===== src/rtl/pixel_pair_fetcher.sv =====
// rtl/pixel_pair_fetcher.sv - dual frame-buffer pixel pair reader with 2-entry credited output buffer
module pixel_pair_fetcher #(
  parameter int PIXEL_W = 24,
  parameter int ADDR_W  = 16,
  parameter int OP_W    = 4
) (
  input  logic               clk,
  input  logic               rst,
  input  logic               start,
  input  logic [OP_W-1:0]    job_opcode,
  input  logic [ADDR_W-1:0]  base_a,
  input  logic [ADDR_W-1:0]  base_b,
  input  logic [ADDR_W-1:0]  num_pixels,
  output logic               busy,
  output logic               done,
  output logic               mem_rd_en,
  output logic [ADDR_W-1:0]  mem_addr_a,
  output logic [ADDR_W-1:0]  mem_addr_b,
  input  logic [PIXEL_W-1:0] mem_data_a,
  input  logic [PIXEL_W-1:0] mem_data_b,
  output logic               out_valid,
  input  logic               out_ready,
  output logic [PIXEL_W-1:0] pixel_a,
  output logic [PIXEL_W-1:0] pixel_b,
  output logic [OP_W-1:0]    opcode,
  output logic               out_last
);

  typedef enum logic [1:0] {IDLE, FETCH, DRAIN, DONE} state_t;

  state_t              state, state_nxt;
  logic [OP_W-1:0]     op_q;
  logic [ADDR_W-1:0]   base_a_q, base_b_q, num_q, issued, out_idx;
  logic                inflight;
  logic [PIXEL_W-1:0]  fifo_a [2];
  logic [PIXEL_W-1:0]  fifo_b [2];
  logic                wr_ptr, rd_ptr;
  logic [1:0]          fifo_count;
  logic                fifo_empty, push, pop, rd_issue, last_issue, drained;
  logic [2:0]          credit;

  // Occupancy the FIFO would reach if a read issued now, counting the read already in flight.
  assign fifo_empty = (fifo_count == 2'd0);
  assign push       = inflight;
  assign pop        = !fifo_empty && out_ready;
  assign credit     = {1'b0, fifo_count} + {2'b0, inflight} - {2'b0, pop};
  assign rd_issue   = (state == FETCH) && (issued < num_q) && (credit < 3'd2);
  assign last_issue = rd_issue && (issued == num_q - ADDR_W'(1));
  // Looks one cycle ahead so done lands in the cycle right after the final pop.
  assign drained    = !inflight && (fifo_empty || (fifo_count == 2'd1 && pop));

  always_ff @(posedge clk or posedge rst) begin
    if (rst) state <= IDLE;
    else     state <= state_nxt;
  end

  always_comb begin
    state_nxt = state;
    case (state)
      IDLE:    if (start) state_nxt = (num_pixels == '0) ? DONE : FETCH;
      FETCH:   if (last_issue) state_nxt = DRAIN;
      DRAIN:   if (drained) state_nxt = DONE;
      DONE:    state_nxt = IDLE;
      default: state_nxt = IDLE;
    endcase
  end

  always_comb begin
    busy       = (state == FETCH) || (state == DRAIN);
    done       = (state == DONE);
    mem_rd_en  = rd_issue;
    mem_addr_a = rd_issue ? base_a_q + issued : '0;
    mem_addr_b = rd_issue ? base_b_q + issued : '0;
    out_valid  = !fifo_empty;
    pixel_a    = out_valid ? fifo_a[rd_ptr] : '0;
    pixel_b    = out_valid ? fifo_b[rd_ptr] : '0;
    out_last   = out_valid && (out_idx == num_q - ADDR_W'(1));
    opcode     = op_q;
  end

  always_ff @(posedge clk or posedge rst) begin
    if (rst) begin
      op_q       <= '0;
      base_a_q   <= '0;
      base_b_q   <= '0;
      num_q      <= '0;
      issued     <= '0;
      out_idx    <= '0;
      inflight   <= 1'b0;
      wr_ptr     <= 1'b0;
      rd_ptr     <= 1'b0;
      fifo_count <= 2'd0;
    end else begin
      if (state == IDLE && start) begin
        op_q     <= job_opcode;
        base_a_q <= base_a;
        base_b_q <= base_b;
        num_q    <= num_pixels;
        issued   <= '0;
        out_idx  <= '0;
      end else begin
        if (rd_issue) issued  <= issued + ADDR_W'(1);
        if (pop)      out_idx <= out_idx + ADDR_W'(1);
      end
      inflight <= rd_issue;
      if (push) wr_ptr <= ~wr_ptr;
      if (pop)  rd_ptr <= ~rd_ptr;
      case ({push, pop})
        2'b10:   fifo_count <= fifo_count + 2'd1;
        2'b01:   fifo_count <= fifo_count - 2'd1;
        default: fifo_count <= fifo_count;
      endcase
    end
  end

  // Storage needs no reset: contents are only visible through out_valid.
  always_ff @(posedge clk) begin
    if (push) begin
      fifo_a[wr_ptr] <= mem_data_a;
      fifo_b[wr_ptr] <= mem_data_b;
    end
  end

endmodule


===== config.mk =====
export PLATFORM = sky130hd
export DESIGN_NAME = pixel_pair_fetcher
export DESIGN_NICKNAME = d
export VERILOG_FILES = /design/src/rtl/pixel_pair_fetcher.sv
export SDC_FILE = /design/constraint.sdc
export NUM_CORES = 1
export LEC_CHECK = 0
export ABC_CLOCK_PERIOD_IN_PS = 4550
export CORE_MARGIN = 2
export CORE_UTILIZATION = 53
export CTS_CLUSTER_SIZE = 30
export DETAILED_ROUTE_END_ITERATION = 10
export PLACE_DENSITY_LB_ADDON = 0.2
export SLEW_MARGIN = 20
export SYNTH_ARGS = -nofsm -noshare
export SYNTH_HDL_FRONTEND = slang
export SYNTH_SLANG_ARGS = --single-unit

===== constraint.sdc =====
create_clock -name clk -period 4.55 [get_ports clk]
set_input_delay 0.455 -clock clk [delete_from_list [all_inputs] [get_ports clk]]
set_output_delay 0.455 -clock clk [all_outputs]
set_load 0.05 [all_outputs]

==> load_flow_metrics.sql <==
INSERT INTO impl_metrics (metric_group, metric, value, unit) VALUES
('clock_network', 'clk-insertion-delay-late', '0.43', 'ns'),
('global_route', 'global_route_wire_length_before_repair', '37.2', 'mm'),
('timing', 'layout_min_cycle_time', '4.10', 'ns'),
('critical_path', 'critical_path_arrival', '3.65', 'ns'),
('clock_network', 'clock_tree.buffer_depth', '2', ''),
('yosys', 'synth_seq_area_share', '0.503', ''),
('finish', 'nNetsFinal', '1286', ''),
('finish', 'num_antenna_cells', '0', ''),
('critical_path', 'r2r_start', 'fifo_count[1]$_DFFE_PP0P_', ''),
('routing', 'dr.first_iter.drc_count', '443', ''),
('routing', 'ant_nets', '0', ''),
('yosys', 'mappedNetlistArea', '10300', 'sq um'),
('floorplan', 'core_region_area', '18800', 'sq um'),
('critical_path', 'timing.rr.end', 'issued[7]$_DFFE_PP0P_', ''),
('timing', 'number_of_hold_violations_in_the_final_report', '0', ''),
('flow_run', 'maxCapViolations', '0', ''),
('min_path', 'min-delay-path-class', 'in2async', ''),
('finish', 'post_route_cells_drive_above_1_share', '0.121', ''),
('floorplan', 'floorplan.die_area', '20500', 'sq um'),
('floorplan', 'row_count', '50', ''),
('clock_network', 'clock_sink_count', '187', ''),
('clock_network', 'tritoncts', 'yes', ''),
('routing', 'drt_wl_total', '23.4', 'mm'),
('timing', 'rsz0062_at_grt', 'false', ''),
('routing', 'avgRoutedWirePerCell', '16.8', 'um'),
('finish', 'layout_common_cells', '158 x clkdlybuf4s50_1, 130 x nor2_1, 96 x edfxtp_1, 90 x dfrtp_1, 57 x ha_1', ''),
('placed_design', 'globalplace.congestion', '0.862', ''),
('yosys', 'synth_seq_cells', '187', ''),
('finish', 'final_common_cell', 'clkdlybuf4s50_1', ''),
('timing', 'timing.fmax', '244', 'MHz'),
('power', 'power_density', '660', 'nW/um^2'),
('yosys', 'postSynth.topFlopCell', 'edfxtp_1', ''),
('critical_path', 'critical_path_class', 'reg2out', ''),
('floorplan', 'die_w', '143', 'um'),
('critical_path', 'critical_path.max_fanout', '19', ''),
('yosys', 'netlist-cell-type-count', '56', ''),
('yosys', 'synth_nets', '1100', ''),
('timing', 'tns', '0', 'ns'),
('placed_design', 'detailed_place_hpwl', '17.0', 'mm'),
('timing', 'final.period_utilization', '0.902', ''),
('global_route', 'grt_pass1_vias', '7496', ''),
('yosys', 'ys_async_sr_fraction', '0.487', ''),
('floorplan', 'initial_core_util', '0.545', ''),
('yosys', 'syn-mean-instance-area', '11.0', 'sq um'),
('critical_path', 'regToRegSetupSlack', '1.09', 'ns'),
('global_route', 'grt_start_max_net_pins', '69', ''),
('timing', 'relSlewSlack', '0.437', ''),
('power', 'power_leakage', '5.49', 'nW'),
('routing', 'num_vias', '7633', ''),
('clock_network', 'cts_htree_levels', '4', ''),
('placed_design', 'placed_area', '12800', 'sq um'),
('finish', 'fillers', '1345', ''),
('outcome', 'run_status', 'complete, no violations', ''),
('floorplan', 'ioPinCount', '193', ''),
('clock_network', 'post-cts-setup-buffers', '0', ''),
('routing', 'routed_via_density', '5.48', ''),
('global_route', 'globalRouteOverflowTotal', '0', ''),
('routing', 'detail_route.drc_violations', '0', ''),
('clock_network', 'cts_root_buf', 'clkbuf_16', ''),
('global_route', 'global_route.usage.total', '0.233', ''),
('finish', 'final_design_area_no_fill', '13400', 'sq um'),
('timing', 'tightest_slew', '0.842', 'ns'),
('timing', 'setup_viol', '0', ''),
('timing', 'final.setup_skew', '0.00744', 'ns'),
('placed_design', 'portBuffers', '192', ''),
('timing', 'final-max-slew-violation-count', '0', ''),
('routing', 'detail_route.first_pass.iterations', '5', ''),
('clock_network', 'tritoncts.num_buffers', '17', ''),
('power', 'ir_drop', '0.000358', 'V'),
('global_route', 'initial_antenna_violation_count', '2', ''),
('critical_path', 'worst_setup_path_end_kind', 'output pin', ''),
('finish', 'area_delta_synth_final', '30.7', '%'),
('yosys', 'netlist_instances', '935', ''),
('yosys', 'synthesis.yosys.warnings', '0', ''),
('floorplan', 'chipHeight', '143', 'um'),
('critical_path', 'critical_path.startpoint_type', 'register', ''),
('critical_path', 'worstPathRequired', '4.09', 'ns'),
('critical_path', 'reg2regPathDepth', '14', ''),
('clock_network', 'path_clk_slew', '0.07', 'ns'),
('yosys', 'synth_edf_count', '96', '');
## layout make-up
| type | instances | area [sq um] | share of cell area |
|---|---|---|---|
| clock buffer | 18 | 429 | 0.0320 |
| clock inverter | 14 | 175 | 0.0131 |
| inverter | 37 | 140 | 0.0104 |
| multi-input combinational | 675 | 4850 | 0.361 |
| sequential | 187 | 5160 | 0.385 |
| tap | 260 | 325 | 0.0242 |
| timing repair buffer | 203 | 2340 | 0.174 |
## Yosys cell counts (3+ instances only)
cell,instances,share of area
nor2_1,131,0.048
edfxtp_1,96,0.28
dfrtp_1,91,0.22
ha_1,58,0.071
nand2_1,56,0.020
mux2i_1,52,0.051
xor2_1,46,0.039
xnor2_1,42,0.036
inv_1,37,0.014
mux2_2,36,0.039
o21ai_0,34,0.017
a21oi_1,32,0.016
clkbuf_1,26,0.0095
nand3_1,24,0.012
nor3_1,19,0.0093
and3_1,16,0.0098
nand4_1,14,0.0085
a21o_1,10,0.0073
o2111ai_1,9,0.0077
a211oi_1,8,0.0059
buf_1,7,0.0026
nor4_1,7,0.0043
o21a_1,7,0.0051
and2_1,6,0.0037
o211ai_1,6,0.0044
a31oi_1,5,0.0030
o21ai_1,5,0.0024
or3_1,5,0.0030
nor2b_1,4,0.0024
o31ai_1,4,0.0029
or4_1,4,0.0029
fa_1,3,0.0059
nor4_4,3,0.0062
## sequential cells by signal (all words and copies together), names as in the netlist
signal      count
fifo_count      2
issued         16
fifo_a         48
num_q          16
state           2
base_a_q       16
inflight        1
rd_ptr          1
out_idx        16
fifo_b         48
wr_ptr          1
base_b_q       16
opcode          4
## cell families (layout without fill, tap and decap cells)
family / count (synthesis) / in the layout / share of synthesized area
muxes: 88 / 88 / 0.0902
xor gates and xnor gates: 88 / 88 / 0.0751
DFF: 187 / 187 / 0.503
buffers and inverters: 73 / 272 / 0.0277
AOI/OAI and AO/OA: 132 / 132 / 0.0825
adders and majority gates: 61 / 61 / 0.0766
and+or+nand+nor: 306 / 306 / 0.145
## where the power goes
| part | switching [mW] | internal [mW] | leakage, nW |
|---|---|---|---|
| Clock | 0.716 | 0.790 | 0.292 |
| Sequential | 0.354 | 2.16 | 2.02 |
| Combinational | 2.91 | 1.92 | 3.18 |
| Total | 3.98 | 4.87 | 5.49 |
## worst max-delay path: stages (launching register included)
cell	delay, ns
dfrtp_1	0.40
inv_1	0.12
ha_2	0.19
nor2b_1	0.06
ha_1	0.27
nor2_1	0.04
fa_1	0.37
xor2_1	0.17
o2111ai_1	0.10
a21oi_1	0.07
o21ai_2	0.31
inv_1	0.37
a311oi_1	0.35
nand3_1	0.19
buf_12	0.20
## worst max-delay path by stage
stage / from / end / depth (start not counted)
after global routing: fifo_count[1]$_DFFE_PP0P_ / mem_addr_b[1] / 14
after floorplan: fifo_count[1]$_DFFE_PP0P_ / mem_addr_b[8] / 15
after detailed placement: out_ready / mem_addr_b[0] / 13
final: fifo_count[1]$_DFFE_PP0P_ / mem_addr_a[15] / 14
after global placement: out_ready / mem_addr_a[0] / 13
after CTS: num_q[0]$_DFFE_PP0P_ / out_last / 10
## per-layer routing
metal  GRT usage  up-vias  part of all wire
met1       0.310     3621              0.45
met3      0.0563       43             0.053
met5           0        -            0.0011
met4      0.0834        4             0.027
met2       0.373      219              0.47
li1            -     3746                 -
## timing repair
| item | CTS | global route |
|---|---|---|
| hold buffers | 0 | 0 |
| setup endpoints to repair | 0 | 1 |
| gates resized for setup | 0 | 1 |
| endpoints found under the hold margin | 0 | 0 |
## per-stage QoR
stage	worst slack, ns	std cells	hold slack, ns	power (mW)	utilization
2_1_floorplan	0.137	935	0.454	5.79	-
3_3_place_gp	0.655	1362	0.489	7.31	0.680
3_5_place_dp	0.614	1362	0.498	7.37	0.680
4_1_cts	0.239	1394	0.406	8.90	0.712
5_1_grt	0.141	1394	0.433	9.35	0.713
6_report	0.445	1394	0.406	8.85	0.713
(Power assumes the default switching activity.)
